[config.mk]
export PLATFORM = sky130hd
export DESIGN_NAME = alu_unit
export DESIGN_NICKNAME = d
export VERILOG_FILES = /design/src/rtl/alu_pkg.sv /design/src/rtl/mul_shift_add.sv /design/src/rtl/alu_unit.sv
export SDC_FILE = /design/constraint.sdc
export NUM_CORES = 1
export LEC_CHECK = 0
export CAP_MARGIN = 5
export CORE_AREA = 2 2 149 114
export DETAILED_ROUTE_END_ITERATION = 16
export DIE_AREA = 0 0 151 116
export GPL_ROUTABILITY_DRIVEN = 0
export SKIP_LAST_GASP = 1
export SLEW_MARGIN = 40
export SYNTH_ARGS = -nofsm -noshare
export SYNTH_HDL_FRONTEND = slang
export SYNTH_SLANG_ARGS = --single-unit
export TNS_END_PERCENT = 10
[constraint.sdc]
create_clock -name clk -period 6.61 [get_ports clk]
set_input_delay 1.983 -clock clk [delete_from_list [all_inputs] [get_ports clk]]
set_output_delay 1.983 -clock clk [all_outputs]
set_load 0.005 [all_outputs]
[src/rtl/alu_pkg.sv]
// Shared constants for the ALU stage: opcodes, FSM states, flag bit positions.
package alu_pkg;

    localparam logic [3:0] OP_ADD  = 4'h0;
    localparam logic [3:0] OP_ADC  = 4'h1;
    localparam logic [3:0] OP_SUB  = 4'h2;
    localparam logic [3:0] OP_SBB  = 4'h3;
    localparam logic [3:0] OP_AND  = 4'h4;
    localparam logic [3:0] OP_OR   = 4'h5;
    localparam logic [3:0] OP_XOR  = 4'h6;
    localparam logic [3:0] OP_NOT  = 4'h7;
    localparam logic [3:0] OP_SHL  = 4'h8;
    localparam logic [3:0] OP_SHR  = 4'h9;
    localparam logic [3:0] OP_ROL  = 4'hA;
    localparam logic [3:0] OP_ROR  = 4'hB;
    localparam logic [3:0] OP_INC  = 4'hC;
    localparam logic [3:0] OP_DEC  = 4'hD;
    localparam logic [3:0] OP_MUL  = 4'hE;
    localparam logic [3:0] OP_PASS = 4'hF;

    localparam logic [0:0] ST_IDLE = 1'b0;
    localparam logic [0:0] ST_MUL  = 1'b1;

    // Bit positions inside the 4-bit flag register
    localparam int FLG_C = 0;
    localparam int FLG_Z = 1;
    localparam int FLG_N = 2;
    localparam int FLG_V = 3;

endpackage

[src/rtl/mul_shift_add.sv]
// Iterative unsigned shift-add multiplier, one multiplier bit per step, LSB first.
// acc holds {partial high, remaining multiplier bits}; the adder is one bit wider
// so the carry out of each add is shifted into the product rather than lost.
module mul_shift_add #(
    parameter int WIDTH      = 8,
    parameter int MUL_CYCLES = 8
) (
    input  logic                 clk,
    input  logic                 rst,
    input  logic                 load,
    input  logic                 step,
    input  logic [WIDTH-1:0]     a,
    input  logic [WIDTH-1:0]     b,
    output logic                 done,
    output logic [2*WIDTH-1:0]   prod_nxt
);

    localparam int CW = (MUL_CYCLES > 1) ? $clog2(MUL_CYCLES) : 1;

    logic [WIDTH-1:0]   mcand;
    logic [2*WIDTH-1:0] acc;
    logic [CW-1:0]      cnt;
    logic [WIDTH:0]     sum;

    // One shift-add step: conditionally add the multiplicand, then shift right
    always_comb begin
        sum      = {1'b0, acc[2*WIDTH-1:WIDTH]} + (acc[0] ? {1'b0, mcand} : '0);
        prod_nxt = {sum, acc[WIDTH-1:1]};
    end

    // done flags the step that completes the final iteration
    assign done = step && (cnt == CW'(MUL_CYCLES - 1));

    // Operand latch on load, accumulate/shift on every step
    always_ff @(posedge clk or posedge rst) begin
        if (rst) begin
            mcand <= '0;
            acc   <= '0;
            cnt   <= '0;
        end else if (load) begin
            mcand <= a;
            acc   <= {{WIDTH{1'b0}}, b};
            cnt   <= '0;
        end else if (step) begin
            acc   <= prod_nxt;
            cnt   <= cnt + CW'(1);
        end
    end

endmodule

[src/rtl/alu_unit.sv]
// 8-bit ALU stage behind the general register: single-cycle ALU ops plus an
// 8-cycle iterative multiply, with registered result and C/Z/N/V flags.
module alu_unit
    import alu_pkg::*;
#(
    parameter int WIDTH      = 8,
    parameter int MUL_CYCLES = 8
) (
    input  logic             clk,
    input  logic             rst,
    input  logic             start_i,
    input  logic [3:0]       Op_i,
    input  logic [WIDTH-1:0] A_i,
    input  logic [WIDTH-1:0] B_i,
    output logic [WIDTH-1:0] Result_o,
    output logic [WIDTH-1:0] ResultHi_o,
    output logic             C_o,
    output logic             Z_o,
    output logic             N_o,
    output logic             V_o,
    output logic             busy_o,
    output logic             done_o
);

    logic [0:0]         state;
    logic [3:0]         flags_q;
    logic [3:0]         flags_nxt;
    logic [3:0]         mul_flags;
    logic [WIDTH:0]     t9;
    logic [WIDTH-1:0]   res;
    logic               accept;
    logic               mul_load;
    logic               mul_done;
    logic [2*WIDTH-1:0] prod;

    assign busy_o   = (state == ST_MUL);
    assign accept   = start_i && !busy_o;
    assign mul_load = accept && (Op_i == OP_MUL);

    assign C_o = flags_q[FLG_C];
    assign Z_o = flags_q[FLG_Z];
    assign N_o = flags_q[FLG_N];
    assign V_o = flags_q[FLG_V];

    mul_shift_add #(.WIDTH(WIDTH), .MUL_CYCLES(MUL_CYCLES)) u_mul (
        .clk      (clk),
        .rst      (rst),
        .load     (mul_load),
        .step     (busy_o),
        .a        (A_i),
        .b        (B_i),
        .done     (mul_done),
        .prod_nxt (prod)
    );

    // Single-cycle datapath; carry/borrow come from the 9th bit of t9
    always_comb begin
        t9        = '0;
        res       = B_i;
        flags_nxt = '0;
        flags_nxt[FLG_C] = flags_q[FLG_C];
        case (Op_i)
            OP_ADD, OP_ADC: begin
                t9  = {1'b0, A_i} + {1'b0, B_i} + {{WIDTH{1'b0}}, (Op_i == OP_ADC) & flags_q[FLG_C]};
                res = t9[WIDTH-1:0];
                flags_nxt[FLG_C] = t9[WIDTH];
                flags_nxt[FLG_V] = (A_i[WIDTH-1] == B_i[WIDTH-1]) && (res[WIDTH-1] != A_i[WIDTH-1]);
            end
            OP_SUB, OP_SBB: begin
                t9  = {1'b0, A_i} - {1'b0, B_i} - {{WIDTH{1'b0}}, (Op_i == OP_SBB) & flags_q[FLG_C]};
                res = t9[WIDTH-1:0];
                flags_nxt[FLG_C] = t9[WIDTH];
                flags_nxt[FLG_V] = (A_i[WIDTH-1] != B_i[WIDTH-1]) && (res[WIDTH-1] != A_i[WIDTH-1]);
            end
            OP_AND: res = A_i & B_i;
            OP_OR:  res = A_i | B_i;
            OP_XOR: res = A_i ^ B_i;
            OP_NOT: res = ~A_i;
            OP_SHL: begin
                res = {A_i[WIDTH-2:0], 1'b0};
                flags_nxt[FLG_C] = A_i[WIDTH-1];
            end
            OP_SHR: begin
                res = {1'b0, A_i[WIDTH-1:1]};
                flags_nxt[FLG_C] = A_i[0];
            end
            OP_ROL: begin
                res = {A_i[WIDTH-2:0], flags_q[FLG_C]};
                flags_nxt[FLG_C] = A_i[WIDTH-1];
            end
            OP_ROR: begin
                res = {flags_q[FLG_C], A_i[WIDTH-1:1]};
                flags_nxt[FLG_C] = A_i[0];
            end
            OP_INC: begin
                res = A_i + WIDTH'(1);
                flags_nxt[FLG_V] = (A_i == {1'b0, {(WIDTH-1){1'b1}}});
            end
            OP_DEC: begin
                res = A_i - WIDTH'(1);
                flags_nxt[FLG_V] = (A_i == {1'b1, {(WIDTH-1){1'b0}}});
            end
            default: res = B_i;
        endcase
        flags_nxt[FLG_Z] = (res == '0);
        flags_nxt[FLG_N] = res[WIDTH-1];
    end

    // Multiply flags are taken from the full 16-bit product
    always_comb begin
        mul_flags        = '0;
        mul_flags[FLG_C] = (prod[2*WIDTH-1:WIDTH] != '0);
        mul_flags[FLG_Z] = (prod == '0);
        mul_flags[FLG_N] = prod[2*WIDTH-1];
    end

    // FSM plus result/flag registers; done_o is a one-cycle pulse
    always_ff @(posedge clk or posedge rst) begin
        if (rst) begin
            state      <= ST_IDLE;
            Result_o   <= '0;
            ResultHi_o <= '0;
            flags_q    <= '0;
            done_o     <= 1'b0;
        end else begin
            done_o <= 1'b0;
            if (state == ST_IDLE) begin
                if (accept) begin
                    if (Op_i == OP_MUL) begin
                        state <= ST_MUL;
                    end else begin
                        Result_o   <= res;
                        ResultHi_o <= '0;
                        flags_q    <= flags_nxt;
                        done_o     <= 1'b1;
                    end
                end
            end else if (mul_done) begin
                Result_o   <= prod[WIDTH-1:0];
                ResultHi_o <= prod[2*WIDTH-1:WIDTH];
                flags_q    <= mul_flags;
                done_o     <= 1'b1;
                state      <= ST_IDLE;
            end
        end
    end

endmodule

==> impl_metrics.json <==
{
  "syn_avg_cell_area_sq_um": 8.06,
  "dp.cells": 786,
  "yosysMostFrequentCell": "nand2_1",
  "maxSlewHeadroom": 0.412,
  "synth_warnings": 0,
  "period_share": 0.857,
  "grt_pass1_vias": 4078,
  "wl_um": 14000,
  "drv_slew": 0,
  "r2r_setup_slack_ns": 3.22,
  "drive_gt1_frac": 0.0428,
  "pin_count": 45,
  "ys_types": 61,
  "worstMarginPinSlew_ns": 0.876,
  "route.detailed.drc": 0,
  "crit_arrival_ns": 5.89,
  "required_ns": 6.84,
  "period_needed_ns": 5.67,
  "r2r_end": "flags_q[1]",
  "utilization": 0.330,
  "synth_top_cell_area_share": 0.277,
  "final_cells": 794,
  "hold_violations": 0,
  "worstSetupPathType": "primary input to register",
  "start_kind": "primary input",
  "grt_usage": 0.163,
  "vias": 4364,
  "grt_pass1_wl_um": 22500,
  "initial_utilization": 0.279,
  "rr_worst_depth": 9,
  "holdPathEnd": "ResultHi_o[4]",
  "hp-start": "ResultHi_o[4]",
  "synth_top_area_cell": "dfrtp_1",
  "p_leak_nw": 2.34,
  "dieArea_sq_mm": 0.0175,
  "synthCells": 550,
  "insertedDiodeCount": 0,
  "vias_per_cell": 5.50,
  "holdPathStages": 2,
  "path_max_fanout": 31,
  "endpoint_kind": "register",
  "worst_slack_ns": 0.944,
  "clkLatencyLatePin_ns": 0.29,
  "finalSetupViolations": 0,
  "cts_buffer_depth": 2,
  "clock.fmax_ghz": 0.176,
  "root_buffer": "clkbuf_16",
  "syn2layout_area_growth_pct": 18.5,
  "rows": 40,
  "hp-class": "register to register",
  "rsz0062_at_grt": "no",
  "ir_drop_v": 0.000175,
  "die_height_um": 116,
  "synthArstFlopShare": 1.00,
  "synth_area_leaders": "dfrtp_1 (28%), ha_1 (13%), nand2_1 (6.3%)",
  "place_ws_ns": 0.777,
  "maxCapViolations": 0,
  "cts_buffers": 5,
  "fin_skew_ns": 0.00666,
  "portBuffers": 44,
  "cts_setup_buffers": 0,
  "p_per_area_mw_per_mm2": 274,
  "ys_ff_latch": 49,
  "wl_per_cell_um": 17.6,
  "netlist_top_cells_count": "nand2_1 (75), dfrtp_1 (49), nor2_1 (48)",
  "outcome": "finished, final reports clean",
  "cts_tree": "yes",
  "cts_sinks": 49,
  "clk_pin_slew_ns": 0.07,
  "ctsResizeCount": 0,
  "h-tree-depth": 2,
  "drt_iter0_drc": 483,
  "dr.pass1.iters": 6,
  "synth_area_sq_mm": 0.00443,
  "r2r-start": "flags_q[0]",
  "hpwl_um": 10700,
  "drtAntennaViolNets": 0,
  "grt_start_max_net_pins": 50,
  "grt_overflow": 0,
  "yosysSeqAreaShare": 0.277,
  "synth_edf_count": 0,
  "core_sq_mm": 0.0159,
  "antenna_found_initial": 0,
  "synth_flop_cell": "dfrtp_1",
  "num-fill-cells": 1688,
  "tns_ns": 0,
  "die_width_um": 151,
  "syn_nets": 625,
  "holdBufCountCts": 0,
  "fin_nets": 658
}
[registers in the layout, indices dropped and copies added, names as in the netlist]
name / cells
ResultHi_o: 8
Result_o: 8
busy_o: 1
done_o: 1
flags_q: 4
u_mul.acc: 16
u_mul.cnt: 3
u_mul.mcand: 8
[cell usage in the layout, fill, tap and decap left out, drive strengths merged, types with 3 or more instances in the layout]
cell type / netlist / final
a211oi: 9 / 9
a21boi: 3 / 3
a21o: 5 / 5
a21oi: 31 / 31
a221oi: 3 / 3
a22o: 7 / 7
a22oi: 8 / 8
a31oi: 3 / 3
and2: 11 / 11
buf: 14 / 10
clkbuf: 14 / 7
clkdlybuf4s50: 0 / 44
dfrtp: 49 / 49
fa: 6 / 6
ha: 46 / 46
inv: 30 / 30
mux2i: 7 / 7
nand2: 75 / 75
nand2b: 8 / 8
nand3: 13 / 13
nand3b: 3 / 3
nand4: 3 / 3
nor2: 48 / 48
nor2b: 7 / 7
nor3: 11 / 11
nor3b: 4 / 4
nor4: 5 / 5
o211ai: 7 / 7
o21a: 9 / 9
o21ai: 44 / 44
o221ai: 6 / 6
o22ai: 6 / 6
o31ai: 4 / 4
or3: 5 / 5
xnor2: 10 / 10
xor2: 7 / 7
[worst max path at each step]
stage | start | to | slack [ns] | cells after the start
after floorplan | Op_i[0] | flags_q[1] | 1.83 | 13
after global placement | Op_i[2] | flags_q[1] | 0.81 | 13
after detailed placement | Op_i[2] | flags_q[1] | 0.78 | 13
after CTS | Op_i[2] | flags_q[1] | 1.08 | 13
after global routing | Op_i[2] | flags_q[1] | 0.80 | 13
final | Op_i[2] | flags_q[1] | 0.94 | 13
[power breakdown]
part	internal (W)	switching (W)	leakage, nW
logic	0.000300	0.000384	1.63
clock network	0.000160	0.000108	0.0799
registers	0.000407	0.0000806	0.634
total	0.000867	0.000573	2.34
[final cells by class]
cell class	count	area, sq um	area share
multi-input cells	443	2980	0.567
flip-flops and latches	49	1230	0.233
repair buffers	54	515	0.0981
well taps	210	263	0.0500
clock buffers	7	153	0.0291
inverters	30	115	0.0219
clock inverters	1	5.00	0.000953
[routing by layer]
metal  up-vias  share of wire  wire length, um  global-route usage
met3        25          0.077             1070              0.0228
met1      2065           0.49             6780               0.247
met4         0          0.017              242              0.0417
met5         -              0                0                   0
met2       222           0.42             5860               0.241
li1       2052              -                -                   -
[cells by family after synthesis]
family / synth area share
flops: 0.277
simple gates: 0.214
mux: 0.0183
fa+ha+maj: 0.157
compound gates: 0.249
buf+inv: 0.0522
xor+xnor: 0.0336
[metrics by stage]
| stage | hold WS [ns] | cell area [sq um] | total power, W |
|---|---|---|---|
| after detailed placement | 0.464 | 5100 | 0.00116 |
| after global routing | 0.490 | 5250 | 0.00155 |
| after CTS | 0.478 | 5250 | 0.00144 |
| after global placement | 0.459 | 5090 | 0.00115 |
| final | 0.474 | 5250 | 0.00144 |
| after floorplan | 0.442 | 4430 | 0.000892 |
[worst max-delay path, cell delays in order]
cell,delay (ns)
clkdlybuf4s50_1,0.50
buf_4,0.31
nand2_1,0.12
nor2_1,0.41
and2_1,0.44
ha_1,0.36
a211o_1,0.34
o21ai_0,0.11
xor2_1,0.24
o22ai_1,0.12
o32a_1,0.33
nor4_1,0.41
a31o_1,0.20
Note: power is estimated with default switching activity, not from simulation.
